### src/rtl/mem_pkg.sv
// Shared types and constants for the CPU data-memory access unit:
// size encodings, FSM states, byte/half lane offsets and the store-merge helper.
package mem_pkg;

  typedef enum logic [1:0] {
    SIZE_BYTE = 2'b00,
    SIZE_HALF = 2'b01,
    SIZE_WORD = 2'b10,
    SIZE_ILL  = 2'b11
  } size_e;

  typedef enum logic [1:0] {
    IDLE     = 2'b00,
    RMW_READ = 2'b01,
    WRITE    = 2'b10
  } state_e;

  localparam logic [1:0] LANE_B0   = 2'd0;
  localparam logic [1:0] LANE_B1   = 2'd1;
  localparam logic [1:0] LANE_B2   = 2'd2;
  localparam logic [1:0] LANE_B3   = 2'd3;
  localparam logic [1:0] LANE_H_LO = 2'd0;
  localparam logic [1:0] LANE_H_HI = 2'd2;

  // Replace the addressed lane(s) of an existing word with right-justified store data.
  function automatic logic [31:0] merge_store(input logic [31:0] word,
                                              input logic [31:0] wdata,
                                              input logic [1:0]  offset,
                                              input size_e       size);
    logic [31:0] m;
    m = word;
    case (size)
      SIZE_BYTE: begin
        case (offset)
          LANE_B0: m[7:0]   = wdata[7:0];
          LANE_B1: m[15:8]  = wdata[7:0];
          LANE_B2: m[23:16] = wdata[7:0];
          default: m[31:24] = wdata[7:0];
        endcase
      end
      SIZE_HALF: begin
        if (offset == LANE_H_LO) m[15:0] = wdata[15:0];
        else                     m[31:16] = wdata[15:0];
      end
      default: m = wdata;
    endcase
    return m;
  endfunction

endpackage

### src/rtl/load_align.sv
// Combinational load extraction: selects the addressed byte/half lane of a
// memory word and zero- or sign-extends it to 32 bits.
module load_align
  import mem_pkg::*;
(
  input  logic [31:0] word,
  input  logic [1:0]  offset,
  input  size_e       size,
  input  logic        is_signed,
  output logic [31:0] result
);

  logic [7:0]  b;
  logic [15:0] h;

  always_comb begin
    b = word[7:0];
    case (offset)
      LANE_B0: b = word[7:0];
      LANE_B1: b = word[15:8];
      LANE_B2: b = word[23:16];
      LANE_B3: b = word[31:24];
      default: b = word[7:0];
    endcase
    h = (offset == LANE_H_HI) ? word[31:16] : word[15:0];

    result = '0;
    case (size)
      SIZE_BYTE: result = {{24{is_signed & b[7]}}, b};
      SIZE_HALF: result = {{16{is_signed & h[15]}}, h};
      SIZE_WORD: result = word;
      default:   result = '0;
    endcase
  end

endmodule

### src/rtl/mem_access_unit.sv
// Load/store unit between the CPU and a word-wide data memory: single-cycle
// loads, word stores direct, sub-word stores via read-modify-write.
module mem_access_unit
  import mem_pkg::*;
#(
  parameter int MEM_WORDS = 64
) (
  input  logic        clk,
  input  logic        reset,
  input  logic        req_valid,
  input  logic        req_we,
  input  logic [1:0]  req_size,
  input  logic        req_signed,
  input  logic [31:0] req_addr,
  input  logic [31:0] req_wdata,
  output logic        busy,
  output logic        resp_valid,
  output logic [31:0] resp_rdata,
  output logic        err_valid,
  output logic [31:0] err_addr,
  output logic        mem_we,
  output logic [31:0] mem_addr,
  output logic [31:0] mem_wdata,
  input  logic [31:0] mem_rdata
);

  localparam logic [32:0] ADDR_LIMIT = 33'(4 * MEM_WORDS);

  state_e      state, state_nxt;
  size_e       req_size_e;
  size_e       size_q;
  logic        accept;
  logic        req_err;
  logic [29:0] addr_q;
  logic [1:0]  off_q;
  logic [15:0] wdata_q;
  logic [31:0] merged_q;
  logic [31:0] load_data;

  assign req_size_e = size_e'(req_size);
  assign busy       = (state != IDLE);
  assign accept     = req_valid && !busy && !reset;

  always_comb begin
    req_err = 1'b0;
    case (req_size_e)
      SIZE_HALF: req_err = req_addr[0];
      SIZE_WORD: req_err = |req_addr[1:0];
      SIZE_ILL:  req_err = 1'b1;
      default:   req_err = 1'b0;
    endcase
    if ({1'b0, req_addr} >= ADDR_LIMIT) req_err = 1'b1;
  end

  load_align u_load_align (
    .word      (mem_rdata),
    .offset    (req_addr[1:0]),
    .size      (req_size_e),
    .is_signed (req_signed),
    .result    (load_data)
  );

  always_ff @(posedge clk) begin
    if (reset) state <= IDLE;
    else       state <= state_nxt;
  end

  // mem_we is gated by reset so a reset landing in WRITE kills the negedge write.
  always_comb begin
    state_nxt = state;
    mem_we    = 1'b0;
    mem_addr  = {2'b00, addr_q};
    mem_wdata = merged_q;
    case (state)
      IDLE: begin
        mem_addr = {2'b00, req_addr[31:2]};
        if (accept && req_we && !req_err)
          state_nxt = (req_size_e == SIZE_WORD) ? WRITE : RMW_READ;
      end
      RMW_READ: state_nxt = WRITE;
      WRITE: begin
        mem_we    = !reset;
        state_nxt = IDLE;
      end
      default: state_nxt = IDLE;
    endcase
  end

  always_ff @(posedge clk) begin
    if (reset) begin
      resp_valid <= 1'b0;
      err_valid  <= 1'b0;
      resp_rdata <= '0;
      err_addr   <= '0;
    end else begin
      resp_valid <= accept && !req_we && !req_err;
      err_valid  <= accept && req_err;
      if (accept && req_err)            err_addr   <= req_addr;
      if (accept && !req_we && !req_err) resp_rdata <= load_data;
    end
  end

  always_ff @(posedge clk) begin
    if (accept && req_we) begin
      addr_q   <= req_addr[31:2];
      off_q    <= req_addr[1:0];
      size_q   <= req_size_e;
      wdata_q  <= req_wdata[15:0];
      merged_q <= req_wdata;
    end else if (state == RMW_READ) begin
      merged_q <= merge_store(mem_rdata, {16'h0000, wdata_q}, off_q, size_q);
    end
  end

endmodule

### config.mk
export PLATFORM = sky130hd
export DESIGN_NAME = mem_access_unit
export DESIGN_NICKNAME = d
export VERILOG_FILES = /design/src/rtl/mem_pkg.sv /design/src/rtl/load_align.sv /design/src/rtl/mem_access_unit.sv
export SDC_FILE = /design/constraint.sdc
export NUM_CORES = 1
export LEC_CHECK = 0
export BUFFER_PORTS_ARGS = -buffer_cell sky130_fd_sc_hd__buf_2
export CAP_MARGIN = 15
export CORE_ASPECT_RATIO = 0.8
export CORE_MARGIN = 2
export CORE_UTILIZATION = 45
export DETAILED_ROUTE_END_ITERATION = 6
export PLACE_DENSITY = 0.72
export RECOVER_POWER = 50
export SYNTH_ARGS = -nofsm -noshare
export SYNTH_HDL_FRONTEND = slang
export SYNTH_SLANG_ARGS = --single-unit
### constraint.sdc
create_clock -name clk -period 8.6 [get_ports clk]
set_clock_uncertainty 0.15 [all_clocks]
set_input_delay 0.86 -clock clk [delete_from_list [all_inputs] [get_ports clk]]
set_output_delay 0.86 -clock clk [all_outputs]
set_load 0.05 [all_outputs]
==> flow_metrics.tcl, run 1 <==
set metrics [dict create \
    status "complete, but fails checks" \
    failed_checks "capacitance limit, slew limit" \
    grt_pass1_vias 5551 \
    synth_top_family_by_area "multiplexers" \
    worst_setup_path_start_kind "input pin" \
    cp_slowest_stage_delay_ns 2.26 \
    core_area_um2 16550 \
    synth_compound_gate_area_share_pct 14.79 \
    wl_per_cell_um 19.88 \
    synth-xor-area-share_pct 0 \
    port_buffers 232 \
    grt-ovfl-total 0 \
    path_class "in -> reg" \
    met3_usage_pct 6.981 \
    drt_iter0_drc 591 \
    multi_input_comb_area_um2 3376 \
    num_rows 42 \
    worst_pin_slew_ns 3.228 \
    whs_ns 0.3293 \
    drv_slew 134 \
    postCtsSetupRepairBufs 0 \
    max_cap_viol_count 3 \
    fp.dieW_um 149.2 \
    dieArea_um2 17940 \
    dp_slack_ns 4.513 \
    fin_cells 1066 \
    wl_um 21190 \
    routed_via_density 5.528 \
    cp_slowest_cell "clkbuf_1" \
    placed_area_um2 8726 \
    drtPass1Iterations 5 \
    seq_area_frac_synth_pct 50.35 \
    gp_congestion 0.9220 \
    synth_cells 627 \
    required_ns 8.69 \
    min_period_ns 5.433 \
    drt.antenna.violating_nets 0 \
    fmax_ghz 0.1841 \
    start_util_pct 45.88 \
    ir_worst_vdd_mv 0.1504 \
    clockBufferDepth 2 \
    io_pins 235 \
    fill_cells 1527 \
    power_density_nw_per_um2 206.5 \
    syn_to_final_growth_pct 21.04 \
    path_cells "buf_2, clkbuf_1, nor4b_1, nand2_1, clkinv_2, buf_4, o31ai_1" \
    grt_use_total_pct 23.33 \
    setup_tns_ns 0 \
    ys_types 59 \
    remaining_drc_errors 0 \
    ys_async_sr_fraction_pct 0 \
    rrSetupSlack_ns 5.24 \
    grtUsageMet1_pct 34.23 \
    nNetsFinal 934 \
    crit_family "buffers and inverters" \
    critPathArrivalTime_ns 5.52 \
    hpwl_um 14990 \
    fin_area_um2 9193 \
    hold_path.class "reg -> reg" \
    clkSinkCount 150 \
    muxShareOfSynthArea_pct 18.48 \
    final_common_cell "clkbuf_1" \
    layout_common_cells "clkbuf_1 (143), buf_2 (92), edfxtp_1 (82), dfxtp_1 (68), mux2_2 (46)" \
    p_leak_nw 3.420 \
    synth_edf_count 82 \
    tritoncts "yes" \
    clk_pin_slew_ns 0.07 \
    antenna_found_initial 3 \
    htree_levels 4 \
    cts_buffers 17 \
    grt.busiest_layer "met1" \
    ys.flop_type "edfxtp_1" \
    fin_util_pct 55.53 \
    layout.area.seq_um2 3824 \
    syn_avg_cell_area_um2 12.11 \
    rsz0062_at_grt "no" \
    grt_max_degree 72 \
    die_y_um 120.2 \
    yosys.area_share.simple_pct 10.96 \
    finalHoldViolations 0 \
    setup_violations 0 \
    endpoint_kind "flop" \
    timing.final.ws_setup_ns 3.167 \
    hold_buffers 0 \
    power.total_mw 1.898 \
    relSlewSlack_pct -115.2 \
    placed_cells 1030 \
    vias 5893 \
    cts-root-buf "clkbuf_16" \
    syn_area_um2 7595 \
    cts_resized 0 \
    drive_gt1_share_pct 27.84 \
    synth-seq-cells 150 \
    synthAdderAreaFrac_pct 0.1318 \
    met2_usage_pct 33.29 \
    synth-warning-count 0 \
    grt_first_pass_wirelength_um 31790 \
    clk_latency_ns 0.43 \
    worstPathMaxFanout 71 \
    worst-path-buf-inv 4 \
    timing.final.crit_share_pct 63.17 \
]
==> area by class of cell <==
cell class | instances | share of cell area, %
Timing Repair Buffer | 239 | 11.26
Inverter | 11 | 0.4628
Antenna cell | 2 | 0.05444
Sequential cell | 150 | 41.60
Multi-Input combinational cell | 412 | 36.72
Clock buffer | 18 | 4.777
Clock inverter | 14 | 2.137
Tap cell | 220 | 2.994
==> metal layers <==
metal  part of all wire, %  vias up
met5                 0.061        -
met4                   1.3        2
met3                   8.9       21
met2                    44      261
met1                    46     2833
li1                      -     2776
==> power breakdown <==
part           switching, mW  total [mW]  internal [mW]
clock                  0.311       0.807          0.496
sequential            0.0190       0.808          0.789
combinational          0.192       0.283         0.0909
==> worst register-to-register path: cells and delay by family, from the launching register on <==
| family | cells | cell delay, ns |
|---|---|---|
| AOI/OAI and AO/OA | 1 | 0.19 |
| buffers and inverters | 1 | 1.38 |
| DFF | 1 | 0.35 |
| and+or+nand+nor | 2 | 0.86 |
==> final timing paths <==
| path | from | cells past startpoint | endpoint |
|---|---|---|---|
| max | reset | 7 | mem_wdata[8]$_DFFE_PP_ |
| min reg2reg | resp_rdata[29]$_SDFFE_PP0P_ | 2 | resp_rdata[29]$_SDFFE_PP0P_ |
| max reg2reg | state[1]$_SDFFE_PP0P_ | 4 | mem_wdata[30]$_DFFE_PP_ |
| min | resp_rdata[29]$_SDFFE_PP0P_ | 2 | resp_rdata[29]$_SDFFE_PP0P_ |
==> sequential cells by signal, indices dropped and copies added, names as in the netlist <==
name and cells:
resp_valid 1, state 2, err_valid 1, err_addr 32
off_q 2, addr_q 30, wdata_q 16, mem_wdata 32
size_q 2, resp_rdata 32
==> cell families after synthesis <==
kind of cell / count (synthesis)
compound gates: 140
fa+ha+maj: 1
buf+inv: 66
flops: 150
mux: 118
other cells: 1
simple gates: 151
==> synthesized netlist by cell type, types with 2 or more instances <==
cell / instances / area, um2
mux2_4: 29 / 435.4
mux2_2: 46 / 518.0
a221oi_1: 15 / 131.4
nor3_1: 3 / 15.01
o31ai_1: 10 / 75.07
inv_1: 10 / 37.54
a22oi_1: 13 / 97.59
a2111o_1: 2 / 22.52
o21bai_1: 2 / 15.01
a31oi_1: 17 / 106.4
buf_8: 3 / 45.04
buf_1: 2 / 7.510
mux2i_1: 41 / 410.4
a21oi_1: 6 / 30.03
nor4_1: 7 / 43.79
a221o_1: 5 / 50.05
a22oi_2: 4 / 50.05
nand2b_1: 21 / 131.4
dfxtp_1: 68 / 1361
nor2b_1: 45 / 281.5
a211oi_2: 16 / 200.2
nor2_1: 30 / 112.6
nor3b_1: 2 / 15.01
buf_4: 4 / 30.03
buf_2: 21 / 105.1
edfxtp_1: 82 / 2462
a2111oi_0: 6 / 52.55
clkbuf_1: 15 / 56.30
o21ai_0: 20 / 100.1
o22ai_1: 15 / 93.84
buf_6: 10 / 112.6
nand2_1: 30 / 112.6
No activity file was read; power rests on OpenSTA's default activity.
==> run 2, diff against run 1 <==
ABC_AREA = 1   (was default)
PLACE_DENSITY = 0.75   (was 0.72)
clock period = 4.8 ns   (was 8.6 ns; I/O delays follow)
==> flow_metrics.tcl, run 2 <==
set metrics [dict create \
    drt-met1-wl_um 9376 \
    syn_area_um2 7460 \
    finalHoldViolations 0 \
    nNetsFinal 1216 \
    hold_buffers 0 \
    min_period_ns 3.529 \
    route.met3.wl_um 2365 \
    p_leak_nw 3.644 \
    clk_pin_slew_ns 0.07 \
    yosysTopAreaCell "edfxtp_1" \
    path_cells "buf_2, buf_4, inv_1, nand3_1, nor2_1, inv_1, nor2_2, nand2_1, a21oi_1" \
    grt_use_total_pct 24.68 \
    grt_pass1_vias 6237 \
    critPathArrivalTime_ns 3.74 \
    pwr-share-comb_pct 13.8 \
    dieArea_um2 17630 \
    required_ns 5.01 \
    timing.final.crit_share_pct 73.51 \
    die_y_um 119.2 \
    cts_resized 0 \
    drv_slew 34 \
    crit_family "simple AND/OR/NAND/NOR gates" \
    antenna_found_initial 3 \
    ys_async_sr_fraction_pct 0 \
    io_pins 235 \
    path_class "in -> reg" \
    cts-root-buf "clkbuf_16" \
    hpwl_um 15950 \
    synth_cells 907 \
    clkPwrFrac_pct 42.2 \
    synth-warning-count 0 \
    worstPathMaxFanout 35 \
    syn_to_final_growth_pct 21.60 \
    clk_latency_ns 0.43 \
    syn_avg_cell_area_um2 8.225 \
    port_buffers 232 \
    setup_violations 0 \
    ir_worst_vdd_mv 0.2252 \
    fmax_ghz 0.2834 \
    clockBufferDepth 2 \
    relSlewSlack_pct -21.72 \
    start_util_pct 45.50 \
    synth-seq-cells 150 \
    synth_edf_count 82 \
    drive_gt1_share_pct 16.87 \
    p_int_mw 2.252 \
    power_density_nw_per_um2 355.6 \
    worst-path-buf-inv 4 \
    worst_pin_slew_ns 1.824 \
    drtPass1Iterations 6 \
    cts_buffers 17 \
    wl_per_cell_um 16.14 \
    synth_commonest_cells "nand2_1 (205), nor2_1 (118), edfxtp_1 (82), o21ai_0 (82), inv_1 (75)" \
    wl_met2_um 9437 \
    grt-ovfl-total 0 \
    setup_tns_ns 0 \
    routed_via_density 5.117 \
    final_common_cell "nand2_1" \
    yosys.area.top_type_share_pct 33.01 \
    drt.antenna.violating_nets 0 \
    status "complete, but fails checks" \
    hold_path.class "in -> reg" \
    switching_power_mw 0.9737 \
    tritoncts "yes" \
    htree_levels 4 \
    wl_um 21760 \
    layout_common_cells "nand2_1 (204), clkbuf_1 (153), nor2_1 (118), o21ai_0 (82), edfxtp_1 (82)" \
    highest_layer "met5" \
    drt_iter0_drc 913 \
    grt_first_pass_wirelength_um 33610 \
    failed_checks "capacitance limit, slew limit" \
    cp_common_cell "inv_1" \
    ys.flop_type "edfxtp_1" \
    ys_types 28 \
    fp.dieW_um 148.0 \
    cp_slowest_stage_delay_ns 1.36 \
    fill_cells 1606 \
    p_seq_share_pct 44.0 \
    ys_top_cells_by_area "edfxtp_1 (33%), dfxtp_1 (18%), nand2_1 (10%)" \
    placed_cells 1313 \
    fin_cells 1348 \
    vias 6898 \
    gp_congestion 0.9245 \
    max_cap_viol_count 1 \
    num_rows 42 \
    yosysMostFrequentCell "nand2_1" \
    seq_area_frac_synth_pct 51.26 \
    postCtsSetupRepairBufs 0 \
    clkSinkCount 150 \
    cp_slowest_cell "nor2_2" \
    endpoint_kind "flop" \
    p_sw_share_pct 30.19 \
    worst_setup_path_start_kind "input pin" \
    rsz0062_at_grt "no" \
    grt_max_degree 63 \
    remaining_drc_errors 0 \
    core_area_um2 16400 \
]
run 2: layout make-up:
cell class / instances / area, um2 / share of cell area, %
clock inverter: 15 / 177.7 / 1.959
multi-input combinational: 626 / 3034 / 33.45
sequential: 150 / 3824 / 42.15
antenna: 2 / 5.005 / 0.05517
timing repair buffer: 240 / 1037 / 11.43
clock buffer: 17 / 425.4 / 4.690
tap: 220 / 275.3 / 3.034
inverter: 78 / 292.8 / 3.228
run 2: path summary, 6_finish.rpt:
path	start	end	slack [ns]	depth (start not counted)
setup / recovery	reset	resp_rdata[0]$_SDFFE_PP0P_	1.27	9
hold reg to reg	resp_rdata[31]$_SDFFE_PP0P_	resp_rdata[31]$_SDFFE_PP0P_	0.32	2
hold / removal	req_wdata[8]	wdata_q[8]$_DFFE_PP_	0.11	1
setup reg to reg	state[1]$_SDFFE_PP0P_	resp_rdata[0]$_SDFFE_PP0P_	1.86	7
run 2: stage by stage:
step / power [mW] / area (um2) / hold WS [ns] / util, % / setup WS (ns)
finish: 3.225 / 9071 / 0.1090 / 55.33 / 1.271
global route: 3.345 / 9069 / 0.1179 / 55.31 / 0.9308
CTS: 3.258 / 9256 / 0.06913 / 56.46 / 1.765
detailed placement: 1.902 / 8653 / 0.3080 / 52.78 / 1.321
global placement: 1.900 / 8653 / 0.3019 / 52.78 / 1.332
floorplan: 1.756 / 7463 / 0.4119 / - / 1.958
run 2: routing by layer:
metal	up-vias	global-route usage, %
met1	3060	34.48
met5	-	0
li1	3440	-
met2	350	35.26
met3	46	7.969
met4	2	10.36
run 2: cell families (layout without fill, tap and decap cells):
kind of cell / count (synthesis) / in the layout / share of synthesized area (%)
flops: 150 / 150 / 51.26
buf+inv: 132 / 350 / 7.967
compound gates: 204 / 204 / 16.76
other cells: 1 / 4 / 0.05027
simple gates: 420 / 420 / 23.97
run 2: power by group through the flow:
| stage | sequential [mW] | combinational (mW) | clock, mW |
|---|---|---|---|
| finish | 1.42 | 0.447 | 1.36 |
| global route | 1.42 | 0.483 | 1.44 |
| CTS | 1.42 | 0.459 | 1.38 |
| detailed placement | 1.45 | 0.456 | 0 |
| global placement | 1.45 | 0.454 | 0 |
| floorplan | 1.54 | 0.216 | 0 |
